==> src/rtl/uart_stream_generate.sv <==
`timescale 1ns/1ps
// UART line generator: serialises an NBYTES word (auto-started from INIT_DATA or on start).
// Define UART_GEN_PARITY_EN to append an even-parity bit to every frame.
`ifndef DEFAULT_BAUD
`define DEFAULT_BAUD 16
`endif

module uart_stream_generate #(
    parameter int                  BAUD        = `DEFAULT_BAUD,
    parameter int                  NBYTES      = 4,
    parameter logic [8*NBYTES-1:0] INIT_DATA   = 32'ha14e28c5,
    parameter int                  AUTO_START  = 1,
    parameter int                  START_DELAY = 100,
    parameter int                  GAP         = 0,
    parameter int                  MSB_FIRST   = 1,
    parameter int                  REPEAT      = 0
) (
    input  logic                clk,
    input  logic                rst,
    input  logic                start,
    input  logic [8*NBYTES-1:0] data,
    output logic                rx,
    output logic                busy,
    output logic                done,
    output logic [3:0]          byte_idx
);
    localparam int W       = 8*NBYTES;
    localparam int CNT_MAX = (BAUD > START_DELAY) ? ((BAUD > GAP) ? BAUD : GAP)
                                                  : ((START_DELAY > GAP) ? START_DELAY : GAP);
    localparam int CNT_W   = $clog2(CNT_MAX + 1);

    typedef enum logic [2:0] {
        S_IDLE,
        S_DELAY,
        S_START,
        S_DATA,
`ifdef UART_GEN_PARITY_EN
        S_PARITY,
`endif
        S_STOP,
        S_GAP
    } state_t;

    state_t           state_q, state_d;
    logic [CNT_W-1:0] cnt_q, cnt_d;
    logic [2:0]       bit_q, bit_d;
    logic [3:0]       byte_q, byte_d;
    logic [W-1:0]     word_q, word_d;
    logic [7:0]       sh_q, sh_d;
    logic             rx_q, rx_d;
    logic             busy_q, busy_d;
    logic             done_q, done_d;
`ifdef UART_GEN_PARITY_EN
    logic             par_q, par_d;
`endif

    logic             baud_end;
    logic             launch;
    logic [3:0]       launch_idx;
    logic [W-1:0]     launch_word;
    logic [7:0]       launch_byte;

    // Byte idx counts in transmit order; map it onto the word's bit position.
    function automatic logic [7:0] pick_byte(input logic [W-1:0] word, input logic [3:0] idx);
        int           sel;
        logic [W-1:0] shifted;
        sel     = (MSB_FIRST != 0) ? (NBYTES - 1 - int'(idx)) : int'(idx);
        shifted = word >> (8*sel);
        return shifted[7:0];
    endfunction

    always_comb begin
        state_d     = state_q;
        cnt_d       = cnt_q;
        bit_d       = bit_q;
        byte_d      = byte_q;
        word_d      = word_q;
        sh_d        = sh_q;
        rx_d        = rx_q;
        busy_d      = busy_q;
        done_d      = 1'b0;
`ifdef UART_GEN_PARITY_EN
        par_d       = par_q;
`endif
        baud_end    = (cnt_q == CNT_W'(BAUD - 1));
        launch      = 1'b0;
        launch_idx  = byte_q;
        launch_word = word_q;

        case (state_q)
            S_IDLE, S_DELAY: begin
                if (start) begin
                    word_d      = data;
                    launch_word = data;
                    launch      = 1'b1;
                    launch_idx  = '0;
                end else if (state_q == S_DELAY) begin
                    if (cnt_q == CNT_W'(START_DELAY)) begin
                        word_d      = INIT_DATA;
                        launch_word = INIT_DATA;
                        launch      = 1'b1;
                        launch_idx  = '0;
                    end else begin
                        cnt_d = cnt_q + CNT_W'(1);
                    end
                end
            end
            S_START: begin
                if (baud_end) begin
                    state_d = S_DATA;
                    cnt_d   = '0;
                    rx_d    = sh_q[0];
                end else begin
                    cnt_d = cnt_q + CNT_W'(1);
                end
            end
            S_DATA: begin
                if (baud_end) begin
                    cnt_d = '0;
                    sh_d  = {1'b0, sh_q[7:1]};
                    if (bit_q == 3'd7) begin
                        bit_d   = '0;
`ifdef UART_GEN_PARITY_EN
                        state_d = S_PARITY;
                        rx_d    = par_q;
`else
                        state_d = S_STOP;
                        rx_d    = 1'b1;
`endif
                    end else begin
                        bit_d = bit_q + 3'd1;
                        rx_d  = sh_q[1];
                    end
                end else begin
                    cnt_d = cnt_q + CNT_W'(1);
                end
            end
`ifdef UART_GEN_PARITY_EN
            S_PARITY: begin
                if (baud_end) begin
                    state_d = S_STOP;
                    cnt_d   = '0;
                    rx_d    = 1'b1;
                end else begin
                    cnt_d = cnt_q + CNT_W'(1);
                end
            end
`endif
            S_STOP: begin
                if (baud_end) begin
                    cnt_d = '0;
                    if (byte_q == 4'(NBYTES - 1)) begin
                        done_d = 1'b1;
                        byte_d = '0;
                        if (REPEAT != 0) begin
                            if (GAP > 0) begin
                                state_d = S_GAP;
                            end else begin
                                launch     = 1'b1;
                                launch_idx = '0;
                            end
                        end else begin
                            state_d = S_IDLE;
                            busy_d  = 1'b0;
                        end
                    end else begin
                        byte_d = byte_q + 4'd1;
                        if (GAP > 0) begin
                            state_d = S_GAP;
                        end else begin
                            launch     = 1'b1;
                            launch_idx = byte_q + 4'd1;
                        end
                    end
                end else begin
                    cnt_d = cnt_q + CNT_W'(1);
                end
            end
            S_GAP: begin
                // byte_q already points at the byte that follows the gap.
                if (cnt_q == CNT_W'(GAP - 1)) begin
                    launch     = 1'b1;
                    launch_idx = byte_q;
                end else begin
                    cnt_d = cnt_q + CNT_W'(1);
                end
            end
            default: state_d = S_IDLE;
        endcase

        launch_byte = pick_byte(launch_word, launch_idx);
        if (launch) begin
            state_d = S_START;
            cnt_d   = '0;
            bit_d   = '0;
            byte_d  = launch_idx;
            sh_d    = launch_byte;
            rx_d    = 1'b0;
            busy_d  = 1'b1;
`ifdef UART_GEN_PARITY_EN
            par_d   = ^launch_byte;
`endif
        end
    end

    always_ff @(posedge clk or posedge rst) begin
        if (rst) begin
            state_q <= (AUTO_START != 0) ? S_DELAY : S_IDLE;
            cnt_q   <= '0;
            bit_q   <= '0;
            byte_q  <= '0;
            word_q  <= INIT_DATA;
            sh_q    <= '0;
            rx_q    <= 1'b1;
            busy_q  <= 1'b0;
            done_q  <= 1'b0;
`ifdef UART_GEN_PARITY_EN
            par_q   <= 1'b0;
`endif
        end else begin
            state_q <= state_d;
            cnt_q   <= cnt_d;
            bit_q   <= bit_d;
            byte_q  <= byte_d;
            word_q  <= word_d;
            sh_q    <= sh_d;
            rx_q    <= rx_d;
            busy_q  <= busy_d;
            done_q  <= done_d;
`ifdef UART_GEN_PARITY_EN
            par_q   <= par_d;
`endif
        end
    end

    assign rx       = rx_q;
    assign busy     = busy_q;
    assign done     = done_q;
    assign byte_idx = byte_q;

endmodule
==> config.mk <==
export PLATFORM = sky130hd
export DESIGN_NAME = uart_stream_generate
export DESIGN_NICKNAME = d
export VERILOG_FILES = /design/src/rtl/uart_stream_generate.sv
export SDC_FILE = /design/constraint.sdc
export NUM_CORES = 1
export LEC_CHECK = 0
export ABC_AREA = 1
export ABC_CLOCK_PERIOD_IN_PS = 4900
export CAP_MARGIN = 20
export CORE_AREA = 2 2 91 93
export DETAILED_ROUTE_END_ITERATION = 6
export DIE_AREA = 0 0 93 95
export PLACE_DENSITY = 0.66
export SLEW_MARGIN = 20
export SYNTH_ARGS = -nofsm -noshare
export SYNTH_HDL_FRONTEND = slang
export SYNTH_SLANG_ARGS = --single-unit
==> constraint.sdc <==
create_clock -name clk -period 4.9 [get_ports clk]
set_input_delay 1.225 -clock clk [delete_from_list [all_inputs] [get_ports clk]]
set_output_delay 1.225 -clock clk [all_outputs]
set_load 0.005 [all_outputs]
### After elaboration in Yosys (flattened, before gate mapping)

Index checks and enable logic that the tools add are counted.

| cells by class | value |
|---|---|
| $add $sub $neg | 4 |
| eq/ne operators | 20 |
| multiplexer cells | 54 |
| reduce and logical (&&, ||, !) cells | 16 |
| shift-type cells | 1 |

Operators by type and width:

| operator | count |
|---|---|
| 32-bit 2-to-1 mux | 4 |
| 7-bit 2-to-1 mux | 6 |
| 4-bit 2-to-1 mux | 9 |
| 32-bit by 32-bit >> shifter with 8-bit output | 1 |
| 3-bit 2-to-1 mux | 10 |
| 3-bit inequality test (second input constant) | 9 |
| 8-bit 2-to-1 mux | 3 |
| 7-bit one-hot mux with 3 select lines | 1 |
| 1-bit 2-to-1 mux | 17 |
| 7-bit equality test (second input constant) | 2 |
| 3-bit one-hot mux with 4 select lines | 1 |
| 3-bit equality test (second input constant) | 3 |
| 4-bit one-hot mux with 2 select lines | 1 |
| 2-bit nonzero test | 4 |
| 7-bit by 1-bit adder with 7-bit output (second input constant) | 1 |
| 7-bit by 4-bit equality test with 1-bit output (second input constant) | 1 |
| 3-bit by 2-bit equality test with 1-bit output (second input constant) | 2 |
| 3-bit AND reduction | 2 |
| 6-bit AND reduction | 1 |
| 3-bit OR reduction | 2 |
| 5-bit AND reduction | 1 |
| 2-bit by 4-bit subtractor with 5-bit output (first input constant) | 1 |
| 4-bit by 1-bit adder with 4-bit output (second input constant) | 1 |
| 4-bit by 2-bit equality test with 1-bit output (second input constant) | 1 |
| 10 further kinds | 11 |

| word-level totals | value |
|---|---|
| flip-flop bits (word level) | 60 |
| bits of input ports | 35 |
| word-level logic and storage cells | 104 |
| output and inout port bits | 7 |

### Depth between registers and ports, before layout

Gate-level depths: netlist (run 1).

| logic depth | value |
|---|---|
| depth in word-level cells | 8 |
| gate-level depth with buffers | 16 |
| gate-level depth less buffers | 15 |

### Worst setup path before layout (run 1)

No wires, ideal clock.

| path | value |
|---|---|
| path type | input -> register |
| from | input port start |
| to | register sh_q[7] |
| path buffers | 1 |
| setup time | 116 ps |
| arrival time | 2284 ps |
| stages on the path | 11 |
| data required time | 4784 ps |
| slack | 2500 ps |
| path through | inv_1 -> nand2_1 -> nand3_4 -> inv_2 -> nor2_4 -> buf_6 -> a21oi_1 -> o21ai_1 -> nand2_1 -> nand2_1 -> nand2_1 |

| on the way | value |
|---|---|
| cells in the longest elaborated chain, start to end | 5 |
| elaborated cells on any way between the ends | 12 |
| classes of those cells | add/sub: 1; shift: 1; mux: 7; reduce/logical: 3 |

RTL lines:

| item | RTL line | text |
|---|---|---|
| start, declared | 20 | `input logic start,` |
| 4-bit 2-to-1 mux | 92 | `if (start) begin` |
| 4-bit one-hot mux with 2 select lines | 90 | `case (state_q)` |
| 2-bit by 4-bit subtractor with 5-bit output | 67 | `sel = (MSB_FIRST != 0) ? (NBYTES - 1 - int'(idx)) : int'(idx);` |
| 32-bit by 32-bit >> shifter with 8-bit output | 68 | `shifted = word >> (8*sel);` |
| 8-bit 2-to-1 mux | 192 | `if (launch) begin` |
| end signal, assigned | 213 | `sh_q <= '0;` |
| end signal, assigned | 226 | `sh_q <= sh_d;` |
| end, declared | 49 | `logic [7:0] sh_q, sh_d;` |

Several ways; a longest one is shown, not always the timed one.
A chain may end at the register's enable or synchronous reset.

### Worst setup path in the final report (run 1)

| path | value |
|---|---|
| from | input port start |
| to | register sh_q[3] |

Same word-level chain as after synthesis.

==> results of run 1 <==
## worst paths after layout
kind,from,to,cells after the start
max in group asynchronous,rst,state_q[0],3
max reg2reg,state_q[0],sh_q[3],9
min,word_q[30],word_q[30],2
min in group asynchronous,rst,word_q[12],2
max,start,sh_q[3],10
min reg2reg,word_q[30],word_q[30],2
## cell usage in the layout (no fill, tap or decap), drive strengths merged
| cell type | instances |
|---|---|
| nand2 | 143 |
| inv | 71 |
| nor2 | 62 |
| dfrtp | 45 |
| clkdlybuf4s50 | 41 |
| a21oi | 37 |
| nand3 | 33 |
| o21ai | 19 |
| dfstp | 15 |
| clkbuf | 13 |
| ha | 6 |
| o31ai | 4 |
| xnor2 | 3 |
| o211ai | 3 |
| nor3 | 2 |
| xor2 | 2 |
| clkinvlp | 2 |
| buf | 2 |
| a311oi | 1 |
| o21a | 1 |
| a21boi | 1 |
| or2 | 1 |
| nand4 | 1 |
| clkinv | 1 |
## power by group through the flow
stage / Clock (W) / Sequential (W) / Combinational [W]
after floorplan: 0 / 0.000514 / 0.0000279
after global placement: 0 / 0.000514 / 0.0000645
after detailed placement: 0 / 0.000515 / 0.0000647
after CTS: 0.000433 / 0.000506 / 0.0000652
after global routing: 0.000455 / 0.000506 / 0.0000714
final: 0.000422 / 0.000506 / 0.0000634
## layer usage
layer / vias up / global-route usage, % / share of wire (%) / wire (um)
li1: 1521 / - / - / -
met1: 1404 / 26.2 / 48 / 3660
met2: 60 / 30.3 / 46 / 3550
met3: 13 / 3.11 / 4.5 / 344
met4: 0 / 7.72 / 1.9 / 146
met5: - / 0 / 0 / 0
## sequential cells by signal, indices dropped and copies added, names as in the netlist
name,flops
bit_q,3
busy,1
byte_idx,4
cnt_q,7
done,1
rx,1
sh_q,8
state_q,3
word_q,32
## cell type report
cell class,instances,area [um^2]
Fill cell,763,3790
Multi-Input combinational cell,319,1610
Sequential cell,60,1520
Timing Repair Buffer,43,425
Inverter,71,267
Clock buffer,13,169
Tap cell,105,131
Clock inverter,3,20.0
## kinds of logic (layout without fill, tap and decap cells)
| family | after synthesis | in the layout |
|---|---|---|
| AND/OR/NAND/NOR | 242 | 242 |
| AO/OA/AOI/OAI | 66 | 66 |
| buffers and inverters | 83 | 130 |
| adder cells (fa/ha/maj) | 6 | 6 |
| XOR/XNOR | 5 | 5 |
| flip-flops | 60 | 60 |
## through the flow
step,cell area [um^2],hold WS (ns),util [%]
detailed placement,3950,0.467,49.8
floorplan,3450,0.440,-
global placement,3950,0.459,49.8
CTS,4140,0.483,52.2
global route,4140,0.504,52.2
finish,4140,0.481,52.2
## critical path, cell delays in order
cell and delay [ns]:
clkdlybuf4s50_1 0.39, buf_4 0.19, inv_1 0.36, nand2_1 0.16, nand3_4 0.40, nand3_4 0.21, a21oi_2 0.47, inv_2 0.18
nor2_1 0.13, a21oi_1 0.05
==> qor.yml, run 1 <==
outcome:
  outcome: "finished, final reports clean"
logic_synthesis:
  synth_ff_type: "dfrtp_1"
  synth_top_area_share_pct: 32.6
  synthMuxAreaShare_pct: 0
  synth.area.top_cells: "dfrtp_1, nand2_1, dfstp_2"
  yosys.area_share.adder_pct: 2.17
  synth_top_family_by_area: "simple AND/OR/NAND/NOR gates"
  yosys.area_share.xor_xnor_pct: 1.27
  synth_top_area_cell: "dfrtp_1"
  synth-seq-area-share_pct: 44.0
  synth_edf_count: 0
  syn_area_per_cell_um2: 7.48
  yosysUniqueCellTypes: 33
  syn-num-nets: 503
  ys_warn_count: 0
  netlist_top_cells_count: "nand2_1, inv_1, nor2_1"
  synth_cells: 462
  synth_area_mm2: 0.00345
  yosysMostFrequentCell: "nand2_1"
  synth_compound_area_share_pct: 10.6
  ys_seq_elements: 60
  synth_simple_gate_area_share_pct: 32.4
  async_flop_share_pct: 100
power_and_ir_drop:
  powerDensity_mw_per_mm2: 240
  power_frac_comb_pct: 6.4
  p_total_w: 0.000991
  worst_ir_drop_vdd_uv: 129
  switching_power_w: 0.000230
  clkPwrFrac_pct: 42.6
  pwr-share-seq_pct: 51.0
  netSwitchingFraction_pct: 23.2
  p_leak_nw: 2.14
  power.internal_w: 0.000761
final_layout:
  final_cells: 614
  drive_gt1_share_pct: 12.8
  synthToLayoutAreaGrowth_pct: 19.8
  diodes: 0
  nNetsFinal: 545
floorplanning:
  die_w_um: 93
  core_mm2: 0.00793
  rows: 33
  pin_count: 42
  start_util_pct: 43.6
  die_area_mm2: 0.00884
  die_h_um: 95
setup_path:
  crit_path_end_kind: "flip-flop"
  rrSetupSlack_ns: 2.39
  critPathMaxFanout: 37
  startpoint_type: "input port"
  cp.required_ns: 5.12
  arrival_ns: 3.79
  path_class: "input port to flip-flop"
drt:
  drt-pass1-iter-count: 4
  detail_route.vias_per_cell: 4.88
  postRouteAntennaNets: 0
  via_count: 2998
  drt-total-wl_um: 7700
  drc_errors: 0
  wire_per_inst_um: 12.5
  first_iter_violations: 161
clock_tree:
  clk_path_buf_depth: 2
  clockRootBuffer: "clkbuf_8"
  cts-buffers-inserted: 9
  htree_levels: 3
  cts_setup_buffers: 0
  postCtsHoldBufs: 0
  cts_tree: "yes"
  postCtsResizedCells: 0
  clk_pin_slew_ns: 0.07
  clock_latency_ns: 0.34
  cts.sinks: 60
worst_hold_path:
  hp-class: "flip-flop to flip-flop"
sta:
  finalSetupViolCount: 0
  rsz0062_at_grt: "false"
  max_slew_margin_pct: 44.1
  max_freq_mhz: 280
  slew_violations: 0
  finalHoldViolations: 0
  period_share_pct: 72.9
  tns_ns: 0
  finalClockSkew_ns: 0.0142
  finalWorstSetupSlack_ns: 1.33
  worst_slew_pin_slew_ns: 0.837
  finalCriticalPeriod_ns: 3.57
run:
  max_cap_violations: 0
placed_design:
  hpwlAfterDp_um: 5660
  finalWeightedCongestion: 0.849
  dp_slack_ns: 0.963
  port_buffers: 41
  dp.cells: 598
grt:
  grt_max_degree: 41
  grt_antenna_before_repair: 0
  grt_pass1_wl_um: 13200
  track_usage_pct: 19.1
  overflow: 0
  grt_pass1_vias: 2859
Power figures use the tool's default switching activity.
==> run 2, diff against run 1 <==
- ABC_CLOCK_PERIOD_IN_PS: 4900 -> 3700
- clock period: 4.9 -> 3.7 ns (I/O delays scaled with it)
==> run 2 against run 1 <==
Power rose by 28%. Hold slack got worse by 0.0052 ns. Critical path depth fell by 1. First-iteration DRC count rose by 11%. Via count rose by 0.30%. Sequential cell count did not move. Wire length rose by 0.58%. Register-to-register slack got worse by 1.2 ns. Critical path type unchanged. Largest cell class unchanged.
==> qor.yml, run 2 (synthesis gave the netlist of run 1 again) <==
setup_path:
  path_buf_inv: 3  # -1
  rrSetupSlack_ns: 1.17  # -1.22 ns
  rr_worst_depth: 9  # unchanged
  r2r-end: "bit_q[0]"
  cp.required_ns: 3.92  # -1.20 ns
  reg2reg_from: "state_q[0]"
  worstPathCellList: "clkdlybuf4s50_1 -> inv_1 -> nand2_1 -> nand3_4 -> nand3_4 -> a21oi_2 -> inv_2 -> nand4_1 -> o21ai_0"
  cp_common_cell: "nand3_4"
  critPathMaxFanout: 37  # unchanged
  arrival_ns: 3.07  # -0.72 ns
  path_class: "input port to flip-flop"
  crit_family: "simple AND/OR/NAND/NOR gates"
  crit_path_end_kind: "flip-flop"
  crit_slowest_cell: "a21oi_2"
  cpPeakStageDelay_ns: 0.48  # about the same
  startpoint_type: "input port"
sta:
  rsz0062_at_grt: "false"
  max_freq_mhz: 351
  worst_slew_pin_slew_ns: 0.615  # -0.222 ns
  slew_violations: 0  # unchanged
  max_slew_margin_pct: 58.9  # +15 points
  tns_ns: 0  # unchanged
  finalCriticalPeriod_ns: 2.85
  finalHoldViolations: 0  # unchanged
  finalSetupViolCount: 0  # unchanged
  period_share_pct: 77.0
  finalClockSkew_ns: 0.00950  # -0.00471 ns
final_layout:
  diodes: 0  # unchanged
  drive_gt1_share_pct: 12.5  # -0.22 points
  seq_area_mm2: 0.00152  # unchanged
  multi_input_area_mm2: 0.00161  # unchanged
  nNetsFinal: 546  # +0.18%
  num-fill-cells: 800  # +4.8%
  utilization_pct: 52.1  # -0.063 points
  synthToLayoutAreaGrowth_pct: 19.7
  mostFrequentLayoutCells: "nand2_1, inv_1, nor2_1"
  top_regs: "word_q: 32 flops, sh_q: 8 flops, cnt_q: 7 flops"
  largest_register_ffs: 32  # unchanged
  stdcell_area_mm2: 0.00413  # -0.12%
  final_common_cell: "nand2_1"
  top_register: "word_q"
floorplanning:
  die_area_mm2: 0.00884  # unchanged
  die_h_um: 95  # unchanged
  rows: 33  # unchanged
  die_w_um: 93  # unchanged
  pin_count: 42  # unchanged
  start_util_pct: 43.6  # unchanged
  core_mm2: 0.00793  # unchanged
clock_tree:
  clock_latency_ns: 0.34  # about the same
  cts-buffers-inserted: 9  # unchanged
  postCtsResizedCells: 0  # unchanged
  clk_path_buf_depth: 2  # unchanged
  postCtsHoldBufs: 0  # unchanged
  clockRootBuffer: "clkbuf_8"
  cts_setup_buffers: 0  # unchanged
  cts_tree: "yes"
  clk_pin_slew_ns: 0.07  # about the same
  htree_levels: 3  # unchanged
  cts.sinks: 60  # unchanged
drt:
  first_iter_violations: 179  # +11%
  detail_route.vias_per_cell: 4.89  # +0.14%
  postRouteAntennaNets: 0  # unchanged
  drt-pass1-iter-count: 4  # unchanged
  drc_errors: 0  # unchanged
  drt-total-wl_um: 7740  # +0.58%
  wire_per_inst_um: 12.6  # +0.42%
  via_count: 3007  # +0.30%
outcome:
  outcome: "finished, final reports clean"
power_and_ir_drop:
  powerDensity_mw_per_mm2: 308  # +28%
  p_leak_nw: 2.14  # +0.23%
  worst_ir_drop_vdd_uv: 173  # +34%
placed_design:
  hpwlAfterDp_um: 5490  # -3.0%
  dpl-instance-area_mm2: 0.00397  # +0.51%
  port_buffers: 41  # unchanged
  finalWeightedCongestion: 0.835  # -1.6%
grt:
  overflow: 0  # unchanged
  grt_pass1_vias: 2906  # +1.6%
  grt_pass1_wl_um: 13500  # +2.2%
  grt_antenna_before_repair: 0  # unchanged
  grt_max_degree: 38  # -7.3%
  track_usage_pct: 19.4  # +0.27 points
run:
  max_cap_violations: 0  # unchanged
worst_hold_path:
  whs_path_depth: 2  # unchanged
  hp-class: "flip-flop to flip-flop"
  min_from: "word_q[12]"
  hold_end: "word_q[12]"
==> run 2: cell types whose count changed in the layout (fill, tap and decap cells not counted), sizes merged <==
cell,before,now
clkinvlp,2,0
buf,2,3
clkinv,1,3
==> run 2: worst max-delay path by stage <==
| stage | start | endpoint | slack [ns] | cells past startpoint |
|---|---|---|---|---|
| floorplan | rst | bit_q[0] | 1.32 | 1 |
| global placement | start | bit_q[0] | 0.57 | 9 |
| detailed placement | start | bit_q[0] | 0.49 | 9 |
| CTS | start | bit_q[0] | 0.84 | 9 |
| global route | start | sh_q[4] | 0.61 | 9 |
| finish | start | bit_q[0] | 0.85 | 9 |
==> run 2: report_power, final <==
group / total (W) / switching, W / internal (W) / leakage (nW)
Combinational: 0.0000866 / 0.0000407 / 0.0000458 / 1.33
Clock: 0.000516 / 0.000257 / 0.000259 / 0.0872
Sequential: 0.000670 / 0.00000271 / 0.000667 / 0.725
Total: 0.00127 / 0.000300 / 0.000972 / 2.14
==> run 2: worst register-to-register path, cell delays in order (launching register included) <==
cell and delay (ns):
dfstp_2 0.59, nor2_2 0.06, nand2_1 0.10, nand2_4 0.16, nand3_4 0.43, nand3_4 0.21
a21oi_2 0.48, inv_2 0.18, nand4_1 0.11, o21ai_0 0.08
==> run 2: metal layers <==
metal	part of all wire, %	up-vias	track usage [%]	wire length, um
li1	-	1525	-	-
met1	48	1421	26.7	3710
met2	47	53	30.9	3650
met3	3.7	8	3.99	284
met4	1.3	0	5.88	103
met5	0	-	0	0
==> run 2: through the flow <==
| step | hold WS (ns) | instances | worst slack (ns) | power (W) |
|---|---|---|---|---|
| 6_report | 0.476 | 615 | 0.853 | 0.00127 |
| 5_1_grt | 0.497 | 615 | 0.613 | 0.00132 |
| 4_1_cts | 0.481 | 615 | 0.838 | 0.00129 |
| 3_5_place_dp | 0.465 | 599 | 0.486 | 0.000769 |
| 3_3_place_gp | 0.460 | 599 | 0.571 | 0.000768 |
| 2_1_floorplan | 0.440 | 462 | 1.32 | 0.000718 |
==> run 2: layout make-up <==
class	instances	share of cell area, %
repair buffers	44	10.8
inverters	71	6.45
clock inverters	3	0.363
well taps	105	3.18
flip-flops and latches	60	36.8
clock buffers	13	3.60
multi-input cells	319	38.9
